## src/rtl/lab3_selftest.sv

```systemverilog
// Self-test driver/checker for the lab3 button-to-LED logic: sweeps all 16
// BUTTONS patterns, compares LEDS against the reference equations, reports results.
module lab3_selftest #(
  parameter int SETTLE_CYCLES = 4,
  parameter int CNT_W         = 8
) (
  input  logic       CLK,
  input  logic       RESET,
  input  logic       START,
  output logic [3:0] BUTTONS_OUT,
  input  logic [5:0] LEDS_IN,
  output logic       BUSY,
  output logic       DONE,
  output logic       PASS,
  output logic [4:0] ERR_COUNT,
  output logic [3:0] FIRST_FAIL,
  output logic       MISMATCH
);

  typedef enum logic [1:0] {IDLE, SETTLE, CHECK, FINISH} state_t;

  localparam logic [CNT_W-1:0] CNT_LAST = CNT_W'(SETTLE_CYCLES - 1);

  state_t           state, state_nxt;
  logic [3:0]       pattern, pattern_nxt;
  logic [CNT_W-1:0] cnt, cnt_nxt;
  logic [4:0]       err, err_nxt;
  logic [3:0]       first_fail, first_fail_nxt;
  logic             mismatch_nxt;
  logic             exp_1, exp_3;
  logic [5:0]       expected;
  logic             led_fail;

  assign exp_1    = pattern[1] & ~pattern[2];
  assign exp_3    = pattern[2] & pattern[3];
  assign expected = {2'b00, exp_3, exp_1 | exp_3, exp_1, ~pattern[0]};
  assign led_fail = (LEDS_IN != expected);

  always_ff @(posedge CLK or posedge RESET) begin
    if (RESET) begin
      state      <= IDLE;
      pattern    <= '0;
      cnt        <= '0;
      err        <= '0;
      first_fail <= '0;
      MISMATCH   <= 1'b0;
    end else begin
      state      <= state_nxt;
      pattern    <= pattern_nxt;
      cnt        <= cnt_nxt;
      err        <= err_nxt;
      first_fail <= first_fail_nxt;
      MISMATCH   <= mismatch_nxt;
    end
  end

  always_comb begin
    state_nxt      = state;
    pattern_nxt    = pattern;
    cnt_nxt        = cnt;
    err_nxt        = err;
    first_fail_nxt = first_fail;
    mismatch_nxt   = 1'b0;
    case (state)
      IDLE, FINISH: begin
        if (START) begin
          state_nxt      = SETTLE;
          pattern_nxt    = '0;
          cnt_nxt        = '0;
          err_nxt        = '0;
          first_fail_nxt = '0;
        end
      end
      SETTLE: begin
        if (cnt == CNT_LAST) begin
          state_nxt = CHECK;
          cnt_nxt   = '0;
        end else begin
          cnt_nxt = cnt + 1'b1;
        end
      end
      CHECK: begin
        // The compare result is registered, so MISMATCH lands in the cycle after CHECK.
        if (led_fail) begin
          err_nxt      = err + 5'd1;
          mismatch_nxt = 1'b1;
          if (err == '0) first_fail_nxt = pattern;
        end
        if (pattern == 4'd15) begin
          state_nxt = FINISH;
        end else begin
          pattern_nxt = pattern + 4'd1;
          state_nxt   = SETTLE;
        end
      end
      default: state_nxt = IDLE;
    endcase
  end

  assign BUSY        = (state == SETTLE) || (state == CHECK);
  assign DONE        = (state == FINISH);
  assign PASS        = DONE && (err == '0);
  assign ERR_COUNT   = err;
  assign FIRST_FAIL  = first_fail;
  assign BUTTONS_OUT = BUSY ? pattern : '0;

endmodule

```

## config.mk

```make
export PLATFORM = sky130hd
export DESIGN_NAME = lab3_selftest
export DESIGN_NICKNAME = d
export VERILOG_FILES = /design/src/rtl/lab3_selftest.sv
export SDC_FILE = /design/constraint.sdc
export NUM_CORES = 1
export LEC_CHECK = 0
export ABC_AREA = 1
export CORE_MARGIN = 2
export CORE_UTILIZATION = 47
export DETAILED_ROUTE_END_ITERATION = 6
export PLACE_DENSITY = 0.75
export SLEW_MARGIN = 10
export SYNTH_ARGS = -nofsm -noshare
export SYNTH_HDL_FRONTEND = slang
export SYNTH_SLANG_ARGS = --single-unit
```

## constraint.sdc

```tcl
create_clock -name CLK -period 1.79 [get_ports CLK]
set_input_delay 0.358 -clock CLK [delete_from_list [all_inputs] [get_ports CLK]]
set_output_delay 0.358 -clock CLK [all_outputs]
set_load 0.01 [all_outputs]
```

==> out/qor.json, run 1 <==
{
  "vias_per_cell": {"value": 4.81},
  "yosysMostFrequentCell": {"value": "sky130_fd_sc_hd__nand2_1"},
  "post_synth.cell_area_avg": {"value": 7.92, "unit": "µm²"},
  "post_cts_hold_buffer_count": {"value": 0},
  "wire_length_of_the_first_global_routing_pass": {"value": 4970, "unit": "µm"},
  "critPathMaxFanout": {"value": 5},
  "synth-compound-area-share": {"value": 8.19, "unit": "%"},
  "final_core_utilization": {"value": 62.6, "unit": "%"},
  "fin_nets": {"value": 247},
  "final_antenna_net_count": {"value": 0},
  "worst-slew-pin-transition": {"value": 310, "unit": "ps"},
  "placed_cells": {"value": 269},
  "synth.yosys.warnings": {"value": 0},
  "drive_gt1_share": {"value": 18.4, "unit": "%"},
  "ys_dominant_reg_cell": {"value": "sky130_fd_sc_hd__dfrtp_1"},
  "worst_clk_skew": {"value": 9.83, "unit": "ps"},
  "yosys.cell_types.count": {"value": 28},
  "post_synth_inst_count": {"value": 189},
  "start_kind": {"value": "flip-flop"},
  "final_area": {"value": 1910, "unit": "µm²"},
  "yosys.area_share.simple": {"value": 31.9, "unit": "%"},
  "grt_start_max_net_pins": {"value": 25},
  "muxShareOfSynthArea": {"value": 0.668, "unit": "%"},
  "reg2reg_from": {"value": "state[1]"},
  "status": {"value": "complete, no violations"},
  "ctsRootBufferMaster": {"value": "sky130_fd_sc_hd__clkbuf_4"},
  "synth_nets": {"value": 206},
  "placeableCoreArea": {"value": 3050, "unit": "µm²"},
  "initialDrtViolationCount": {"value": 39},
  "place.gp.congestion": {"value": 0.800},
  "clock_sinks": {"value": 24},
  "power.leakage": {"value": 0.976, "unit": "nW"},
  "synth.cell_area": {"value": 1500, "unit": "µm²"},
  "overall_die_width": {"value": 60.5, "unit": "µm"},
  "synth.yosys.seq_area_share": {"value": 40.1, "unit": "%"},
  "synth.top_cells.by_count": {"value": "47 x sky130_fd_sc_hd__nand2_1, 26 x sky130_fd_sc_hd__inv_1, 24 x sky130_fd_sc_hd__dfrtp_1"},
  "period_share": {"value": 96.6, "unit": "%"},
  "final_report_max_slew_violation_count": {"value": 0},
  "clock.fmax": {"value": 0.578, "unit": "GHz"},
  "total_power": {"value": 2.36, "unit": "mW"},
  "hold_viol": {"value": 0},
  "worst_skew_pair.late_latency": {"value": 310, "unit": "ps"},
  "place_worst_setup_slack": {"value": -0.589, "unit": "ps"},
  "detailroute.via_count": {"value": 1308},
  "critical_path_class": {"value": "reg -> out"},
  "synth_enable_flop_cells": {"value": 0},
  "cts_tree": {"value": "built"},
  "finalWorstPathRequiredPeriod": {"value": 1730, "unit": "ps"},
  "cell_by_cell_trace_of_the_critical_path": {"value": "ha_4, nor2_2, clkdlybuf4s15_2"},
  "synth_adder_area_share": {"value": 6.68, "unit": "%"},
  "timing.slew.headroom": {"value": 79.3, "unit": "%"},
  "antenna_found_initial": {"value": 0},
  "endpoint_kind": {"value": "primary output"},
  "chip_height": {"value": 60.5, "unit": "µm"},
  "synth_top_area_share": {"value": 40.1, "unit": "%"},
  "clockBufferDepth": {"value": 2},
  "power.density_cell_area": {"value": 1240, "unit": "nW/µm²"},
  "required": {"value": 1430, "unit": "ps"},
  "die-area": {"value": 3650, "unit": "µm²"},
  "hold_path_class": {"value": "in -> async"},
  "number_of_global_route_vias_before_repair": {"value": 1192},
  "yosys.area.top_type": {"value": "sky130_fd_sc_hd__dfrtp_1"},
  "flow.area_growth_from_synthesis": {"value": 27.7, "unit": "%"},
  "drv.max_cap_violation_count": {"value": 0},
  "crit_path_top_delay_cell": {"value": "sky130_fd_sc_hd__dfrtp_1"},
  "startpoint": {"value": "state[1]"},
  "fin_tns_setup": {"value": 0, "unit": "ps"},
  "synth_top_family_by_area": {"value": "simple AND/OR/NAND/NOR gates"},
  "post-route-worst-setup-slack": {"value": 60.7, "unit": "ps"},
  "synth-async-reset-ratio": {"value": 100, "unit": "%"},
  "placement.io_buffers": {"value": 25},
  "vdd_drop_max": {"value": 0.000869, "unit": "V"},
  "io_pins": {"value": 26},
  "grt_overflow": {"value": 0},
  "dr.pass1.iters": {"value": 4},
  "worst_setup_hold_path_clk_slew": {"value": 130, "unit": "ps"},
  "fp-row-count": {"value": 20},
  "drt-wirelength-per-cell": {"value": 10.8, "unit": "µm"},
  "global_route.usage.total": {"value": 18.2, "unit": "%"},
  "numCtsBuffers": {"value": 3},
  "remaining_drc_errors": {"value": 0},
  "initial_core_util": {"value": 49.1, "unit": "%"},
  "placed_area": {"value": 1890, "unit": "µm²"},
  "hold_slack": {"value": 380, "unit": "ps"},
  "route.final.wire_length": {"value": 2940, "unit": "µm"},
  "cts_max_level": {"value": 1},
  "synthTopCellsByArea": {"value": "sky130_fd_sc_hd__dfrtp_1 40%, sky130_fd_sc_hd__nand2_1 12%, sky130_fd_sc_hd__ha_1 6.7%, sky130_fd_sc_hd__inv_1 6.5%, sky130_fd_sc_hd__nand3_1 5.7%"},
  "synth-seq-cells": {"value": 24},
  "finalSetupViolations": {"value": 0},
  "antennaDiodeCount": {"value": 0},
  "final_non_filler_cell_total": {"value": 272},
  "worst_path_largest_cell_delay": {"value": 440, "unit": "ps"},
  "detailed_place_hpwl": {"value": 2280, "unit": "µm"},
  "arrival": {"value": 1370, "unit": "ps"},
  "post_synth_xor_xnor_area": {"value": 4.09, "unit": "%"}
}
[worst max-delay path: cells and delay by family, from the launching register on]
kind                       cells  cell delay [ps]
and+or+nand+nor                1              100
adders and majority gates      1              290
buffers and inverters          1              220
DFF                            1              440
[flip-flops by register name, indices dropped and copies added (netlist names)]
register    count
ERR_COUNT       5
FIRST_FAIL      4
MISMATCH        1
cnt             8
pattern         4
state           2
[routing by layer]
layer	global-route usage, %	vias to the layer above	share of wire, %
li1	-	682	-
met1	24.7	596	48
met2	28.9	28	48
met3	2.56	2	3.9
met4	8.39	0	0.92
met5	0	-	0
[power by group]
part           switching (mW)  leakage (nW)  internal, mW
Sequential             0.0701         0.329         0.622
Combinational           0.840         0.634         0.597
Clock                   0.155        0.0138        0.0787
Total                    1.07         0.976          1.30
[area by class of cell]
cell class	instances	area, µm²
fillers	282	1140
multi-input cells	134	790
flip-flops and latches	24	601
repair buffers	37	327
inverters	30	118
well taps	44	55.1
clock buffers	3	22.5
[logic make-up after synthesis]
family / after synthesis
buf+inv: 31
simple gates: 101
compound gates: 17
flops: 24
fa+ha+maj: 8
xor+xnor: 7
mux: 1
[path summary, 6_finish.rpt]
check                           cells past startpoint  slack, ps             end
worst min register to register                      2        500   FIRST_FAIL[1]
worst max-delay path                                3         60  BUTTONS_OUT[3]
min in group CLK                                    2        500   FIRST_FAIL[1]
worst min-delay path                                3        380    ERR_COUNT[4]
max in group asynchronous                           3       1170          cnt[1]
worst max register to register                      9        110          cnt[4]
[placed cells by master (no fill, tap or decap), drive strengths merged, types with 2 or more instances in the layout]
| master | netlist | layout |
|---|---|---|
| a21oi | 5 | 5 |
| buf | 1 | 15 |
| clkbuf | 0 | 3 |
| clkdlybuf4s15 | 0 | 3 |
| clkdlybuf4s50 | 0 | 18 |
| dfrtp | 24 | 24 |
| ha | 8 | 8 |
| inv | 30 | 30 |
| nand2 | 49 | 49 |
| nand3 | 19 | 19 |
| nand3b | 2 | 2 |
| nand4 | 6 | 6 |
| nor2 | 21 | 21 |
| o21ai | 12 | 12 |
| or2 | 2 | 2 |
| xor2 | 6 | 6 |
[what timing repair did]
action	4_1_cts	5_1_grt
endpoints found under the hold margin	0	0
resized for setup	17	9
cloned	0	0
pin swaps	0	1
buffers inserted	0	0
endpoints found under the setup margin	7	15
Power figures use the tool's default switching activity.
==> run 2: changes to the inputs <==
==> constraint.sdc (replaced) <==
create_clock -name CLK -period 1.51 [get_ports CLK]
set_input_delay 0.302 -clock CLK [delete_from_list [all_inputs] [get_ports CLK]]
set_output_delay 0.302 -clock CLK [all_outputs]
set_load 0.01 [all_outputs]
==> run 2 against run 1 <==
  * The run now ends with setup timing left
  * Worst hold slack got worse by 55 ps
  * Final cell count increased by 8.1%
  * Wire length increased by 20%
  * Power increased by 63%
  * Via count increased by 9.9%
  * Worst setup slack got worse by 190 ps
  * Non-clock buffer count increased by 22
  * Final area increased by 18%
  * First-iteration DRC count decreased by 21%
  * Combinational power increased by 90%
  * Critical endpoint is now BUTTONS_OUT[2]
==> out/qor.json, run 2 (synthesis results as in run 1) <==
{
  "finalSetupViolations": {"value": 30, "change": "was 0"},
  "cts_max_level": {"value": 1, "change": "unchanged"},
  "multi_input_comb_area": {"value": 952, "unit": "µm²", "change": "was 790 µm²"},
  "period_share": {"value": 108, "unit": "%"},
  "die-area": {"value": 3650, "unit": "µm²", "change": "unchanged"},
  "detailed_place_hpwl": {"value": 2490, "unit": "µm", "change": "was 2280 µm"},
  "global_route.usage.total": {"value": 20.0, "unit": "%", "change": "was 18.2%"},
  "overall_die_width": {"value": 60.5, "unit": "µm", "change": "unchanged"},
  "cts_tree": {"value": "built", "change": "unchanged"},
  "drv.max_cap_violation_count": {"value": 0, "change": "unchanged"},
  "internal-power": {"value": 2.14, "unit": "mW", "change": "was 1.30 mW"},
  "initialDrtViolationCount": {"value": 31, "change": "was 39"},
  "fp-row-count": {"value": 20, "change": "unchanged"},
  "antenna_found_initial": {"value": 0, "change": "unchanged"},
  "seq_power_share": {"value": 21.8, "unit": "%", "change": "was 29.3%"},
  "dr.pass1.iters": {"value": 4, "change": "unchanged"},
  "setup_repair_after_global_routing_missed_its_margin": {"value": "yes"},
  "register_area": {"value": 602, "unit": "µm²", "change": "was 601 µm²"},
  "fin_nets": {"value": 269, "change": "was 247"},
  "arrival": {"value": 1330, "unit": "ps", "change": "was 1370 ps"},
  "worst_setup_hold_path_clk_slew": {"value": 120, "unit": "ps", "change": "was 130 ps"},
  "largest-register": {"value": "cnt", "change": "unchanged"},
  "status": {"value": "complete, but fails checks", "change": "was complete, no violations"},
  "failed_checks": {"value": "setup timing"},
  "io_pins": {"value": 26, "change": "unchanged"},
  "ctsRootBufferMaster": {"value": "sky130_fd_sc_hd__clkbuf_4", "change": "unchanged"},
  "flip_flop_count_of_the_largest_register_all_copies_and_words_added": {"value": 8, "change": "unchanged"},
  "endpoint_kind": {"value": "primary output", "change": "unchanged"},
  "layout.cells.most_common": {"value": "sky130_fd_sc_hd__nand2_1", "change": "unchanged"},
  "drive_gt1_share": {"value": 39.6, "unit": "%", "change": "was 18.4%"},
  "worst_skew_pair.late_latency": {"value": 300, "unit": "ps", "change": "was 310 ps"},
  "required": {"value": 1210, "unit": "ps", "change": "was 1430 ps"},
  "critical_path_class": {"value": "reg -> out", "change": "unchanged"},
  "final_report_max_slew_violation_count": {"value": 0, "change": "unchanged"},
  "swShare": {"value": 44.5, "unit": "%", "change": "was 45.1%"},
  "drt-wirelength-per-cell": {"value": 12.0, "unit": "µm", "change": "was 10.8 µm"},
  "placeableCoreArea": {"value": 3050, "unit": "µm²", "change": "unchanged"},
  "power.density_cell_area": {"value": 1710, "unit": "nW/µm²", "change": "was 1240 nW/µm²"},
  "grt_start_max_net_pins": {"value": 25, "change": "unchanged"},
  "remaining_drc_errors": {"value": 0, "change": "unchanged"},
  "power.leakage": {"value": 1.19, "unit": "nW", "change": "was 0.976 nW"},
  "finalWorstPathRequiredPeriod": {"value": 1640, "unit": "ps"},
  "worst_clk_skew": {"value": 2.40, "unit": "ps", "change": "was 9.83 ps"},
  "hold_viol": {"value": 0, "change": "unchanged"},
  "numCtsBuffers": {"value": 3, "change": "unchanged"},
  "flow.area_growth_from_synthesis": {"value": 50.8, "unit": "%", "change": "was 27.7%"},
  "clock_sinks": {"value": 24, "change": "unchanged"},
  "antennaDiodeCount": {"value": 0, "change": "unchanged"},
  "detailroute.via_count": {"value": 1438, "change": "was 1308"},
  "most-common-layout-cells": {"value": "32 x sky130_fd_sc_hd__nand2_1, 26 x sky130_fd_sc_hd__buf_4, 23 x sky130_fd_sc_hd__dfrtp_1, 19 x sky130_fd_sc_hd__inv_1, 15 x sky130_fd_sc_hd__nand2_2", "change": "was 47 x sky130_fd_sc_hd__nand2_1, 25 x sky130_fd_sc_hd__inv_1, 24 x sky130_fd_sc_hd__dfrtp_1, 18 x sky130_fd_sc_hd__clkdlybuf4s50_1"},
  "worst-slew-pin-transition": {"value": 299, "unit": "ps", "change": "was 310 ps"},
  "timing.slew.headroom": {"value": 80.1, "unit": "%", "change": "was 79.3%"},
  "grt_overflow": {"value": 0, "change": "unchanged"},
  "number_of_global_route_vias_before_repair": {"value": 1269, "change": "was 1192"},
  "clock.fmax": {"value": 0.611, "unit": "GHz"},
  "start_kind": {"value": "flip-flop", "change": "unchanged"},
  "pwr-share-clk": {"value": 7.0, "unit": "%", "change": "was 9.9%"},
  "hold_path_class": {"value": "in -> async", "change": "unchanged"},
  "rrSetupSlack": {"value": -100, "unit": "ps", "change": "was 110 ps"},
  "place.gp.congestion": {"value": 0.850, "change": "was 0.800"},
  "post-route-worst-setup-slack": {"value": -127, "unit": "ps", "change": "was 60.7 ps"},
  "clockBufferDepth": {"value": 2, "change": "unchanged"},
  "final_antenna_net_count": {"value": 0, "change": "unchanged"},
  "chip_height": {"value": 60.5, "unit": "µm", "change": "unchanged"},
  "wire_length_of_the_first_global_routing_pass": {"value": 5550, "unit": "µm", "change": "was 4970 µm"},
  "vias_per_cell": {"value": 4.89, "change": "was 4.81"},
  "hold_slack": {"value": 325, "unit": "ps", "change": "was 380 ps"},
  "p_sw": {"value": 1.71, "unit": "mW", "change": "was 1.07 mW"},
  "combinational_fraction_of_design_power": {"value": 71.2, "unit": "%", "change": "was 60.8%"},
  "placement.io_buffers": {"value": 25, "change": "unchanged"},
  "vdd_drop_max": {"value": 0.00144, "unit": "V", "change": "was 0.000869 V"},
  "final_non_filler_cell_total": {"value": 294, "change": "was 272"},
  "initial_core_util": {"value": 49.1, "unit": "%", "change": "unchanged"},
  "fillerInstances": {"value": 234, "change": "was 282"},
  "route.final.wire_length": {"value": 3540, "unit": "µm", "change": "was 2940 µm"},
  "post_cts_hold_buffer_count": {"value": 0, "change": "unchanged"},
  "critPathMaxFanout": {"value": 5, "change": "unchanged"},
  "placed_cells": {"value": 280, "change": "was 269"}
}
-- run 2: cell count changes in the layout (fill, tap and decap cells not counted), sizes merged --
| cell | before | now |
|---|---|---|
| buf | 15 | 41 |
| clkdlybuf4s15 | 3 | 0 |
| clkdlybuf4s50 | 18 | 8 |
| dlygate4sd2 | 1 | 9 |
| dlymetal6s2s | 0 | 1 |
-- run 2: power by group through the flow --
stage | logic, mW | clock network, mW | registers [mW]
2_1_floorplan | 1.11 | 0 | 0.854
3_3_place_gp | 1.87 | 0 | 0.841
3_5_place_dp | 1.90 | 0 | 0.845
4_1_cts | 2.32 | 0.284 | 0.831
5_1_grt | 2.95 | 0.304 | 0.853
6_report | 2.74 | 0.269 | 0.839
-- run 2: final timing paths --
check | endpoint | startpoint | cells past startpoint
worst max-delay path | BUTTONS_OUT[2] | state[1] | 3
worst min-delay path | FIRST_FAIL[1] | RESET | 3
max in group asynchronous | state[1] | RESET | 3
min in group CLK | FIRST_FAIL[3] | FIRST_FAIL[3] | 2
worst max register to register | pattern[1] | state[1] | 9
worst min register to register | FIRST_FAIL[3] | FIRST_FAIL[3] | 2
-- run 2: layer usage --
layer | GRT usage [%] | vias up | part of all wire, %
met4 | 5.59 | 0 | 1.1
met3 | 2.56 | 6 | 3.6
li1 | - | 731 | -
met1 | 27.3 | 670 | 44
met2 | 33.7 | 31 | 51
met5 | 0 | - | 0
-- run 2: layout make-up --
cell class                      instances  area share [%]
Timing Repair Buffer                   59            22.3
Tap cell                               44            2.44
Multi-Input combinational cell        134            42.2
Clock buffer                            3           0.997
Sequential cell                        24            26.6
Inverter                               30            5.43
-- run 2: critical path, stage by stage (launching register included) --
cell	delay, ps
sky130_fd_sc_hd__dfrtp_2	460
sky130_fd_sc_hd__ha_4	290
sky130_fd_sc_hd__nor2_2	120
sky130_fd_sc_hd__buf_2	150
-- run 2: per-stage QoR --
step	util (%)	setup slack [ps]	area, µm²	total power [mW]	setup TNS (ps)
3_5_place_dp	65.3	-199	1990	2.75	-2260
5_1_grt	74.0	-210	2260	4.11	-4210
6_report	74.0	-127	2260	3.85	-1940
2_1_floorplan	-	-48.5	1520	1.96	-117
4_1_cts	69.2	-122	2110	3.43	-1470
3_3_place_gp	65.3	-140	1990	2.71	-1830
-- run 2: what timing repair did --
action                                  in CTS  in global routing
gates resized for setup                     72                 27
setup buffers                                4                  7
endpoints found under the setup margin      34                 31
pin swaps                                   10                 14
==> patch, RTL diff (flow settings as in run 1) <==
The parameter `CNT_W` goes from 8 to 10.
--- a/src/rtl/lab3_selftest.sv
+++ b/src/rtl/lab3_selftest.sv
@@ -2,7 +2,7 @@
 // BUTTONS patterns, compares LEDS against the reference equations, reports results.
 module lab3_selftest #(
   parameter int SETTLE_CYCLES = 4,
-  parameter int CNT_W         = 8
+  parameter int CNT_W         = 10
 ) (
   input  logic       CLK,
   input  logic       RESET,
Formal check against the unedited RTL: no difference found for any inputs over 10 cycles, from zero or initial values and one cycle with RESET high; that may be too few to reach the edited logic, so the function may still have changed.
==> patch against run 1 <==
Synthesized area is 16% higher. Final area rose by 15%. Worst hold slack improved by 45 ps. Maximum frequency is 0.91% lower. Clock skew decreased by 4.7 ps. Wire length is 21% higher. Total power up 17%. Sequential cell count increased by 2. Setup slack worse by 16 ps. Critical path depth grew 1. Non-clock buffer count did not move.
==> patch: results (changes against run 1) <==
- Status: finished, final reports clean
- Vias per cell: 5.003 (+4.0%)
- ClkCell Share: 3.252% (+2.1 points)
- Synth Area in Compound Gates: 6.958% (-1.2 points)
- Post-Synth XOR/XNOR Area: 4.448% (+0.35 points)
- Final setup violation count: 0 (unchanged)
- Syn Nets: 238 (+16%)
- Mux cell area share after synthesis: 0% (-0.67 points)
- Inverters: 35 (+17%)
- Synth cell count leaders: 47 x nand2_1, 30 x inv_1, 26 x dfrtp_1, 19 x nand3_1, 18 x nand4_1
- Rel. slew slack: 75.22% (-4.1 points)
- Final #Nets: 276 (+12%)
- Register with the most flip-flops: cnt
- Tot GR Track Use: 18.00% (-0.18 points)
- Starting DRC count in detailed routing: 62 (+59%)
- Max FFs per register: 10 (+2)
- Gpl congestion: 0.9324 (+17%)
- Multi-In Gates: 156 (+16%)
- Final WL: 3.557 mm (+21%)
- Clk pin slew, worst setup/hold paths: 90 ps (-40 ps)
- Largest net degree at the start of global routing: 27 (+8.0%)
- Antenna violations before repair: 0 (unchanged)
- Routed wl met3: 150 microns (+32%)
- LEAKAGE: 1.078 nW (+10%)
- Synth Area in Adders: 5.739% (-0.94 points)
- Met2 Usage GRT: 28.48% (-0.40 points)
- Met2 WL: 1.656 mm (+18%)
- Vias in the first global route: 1341 (+13%)
- Clock Sinks: 26 (+8.3%)
- M3 GR Usage: 1.563% (-1.0 points)
- Critical Path AT: 1390 ps (+20 ps)
- M1 WL: 1.696 mm (+22%)
- Skew-Pair Late Insertion Delay: 280 ps (-30 ps)
- PortBufs: 25 (unchanged)
- VDD IR max: 949.6 uV (+9.3%)
- Register area: 650.6 sq um (+8.3%)
- M1 GR Usage: 25.39% (+0.72 points)
- Dominant cells by area after synthesis: dfrtp_1 37%, nand2_1 10%, inv_1 6.5%
- Final setup skew: 5.121 ps (-4.711 ps)
- Multi-input gate area in the final layout: 934.6 sq um (+18%)
- First-pass GRT wire length: 5.982 mm (+20%)
- Clock Path Buffers: 2 (unchanged)
- Placement Setup Slack: -16.35 ps (-15.76 ps)
- NonClk Buf Share: 15.12% (-2.0 points)
- Layout cells sized above 1: 17.05% (-1.4 points)
- Crit-path max FO: 6 (+1)
- Root buf cell: clkbuf_8
- Hpwl dp: 2.754 mm (+21%)
- Fillers: 325 (+15%)
- Synth cell types: 32 (+14%)
- Yosys Warn Count: 0 (unchanged)
- Sequential share of the synthesized area: 37.30% (-2.8 points)
- Post-CTS resize count: 13 (-4)
[patch: cell types whose count changed after synthesis, moves of 3 or more]
| cell | change |
|---|---|
| nand2_2 | +3 |
| o21ai_2 | +3 |
| inv_1 | +4 |
| o21ai_1 | +6 |
| nand4_1 | +12 |
| nand2_4 | +3 |
| o21ai_0 | -5 |
| nor3_1 | +3 |
[patch: per-stage QoR]
stage	cells	cell area [sq um]	setup TNS (ps)	util (%)	hold WS (ps)
floorplan	221	1744	0	-	398.0
CTS	306	2182	0	60.51	436.9
global route	306	2193	0	60.83	495.8
detailed placement	302	2111	-18.11	58.54	501.9
finish	306	2193	0	60.83	424.8
global placement	302	2111	0	58.54	497.7
[patch: where the power goes]
group | total [mW] | switching, mW | internal [mW]
combinational | 1.53 | 0.928 | 0.605
sequential | 0.740 | 0.0745 | 0.665
clock | 0.494 | 0.195 | 0.300
total | 2.77 | 1.20 | 1.57
[patch: cells by family after synthesis]
group,count (synthesis)
AO/OA/AOI/OAI,19
XOR/XNOR,8
adder cells (fa/ha/maj),8
buffers and inverters,39
flip-flops,26
AND/OR/NAND/NOR,121
[patch: critical path, cell delays in order, from the launching register on]
cell	delay, ps
dfrtp_1	400
inv_1	110
ha_4	230
nor2_1	110
clkdlybuf4s15_1	250
[patch: final timing paths]
kind	startpoint	end	slack [ps]	cells after the start
worst min-delay path	RESET	state[0]	420	3
worst max-delay path	state[0]	BUTTONS_OUT[2]	40	4
max in group asynchronous	RESET	cnt[4]	1110	3
min in group CLK	FIRST_FAIL[2]	FIRST_FAIL[2]	520	2
worst min register to register	FIRST_FAIL[2]	FIRST_FAIL[2]	520	2
worst max register to register	state[0]	ERR_COUNT[0]	120	9
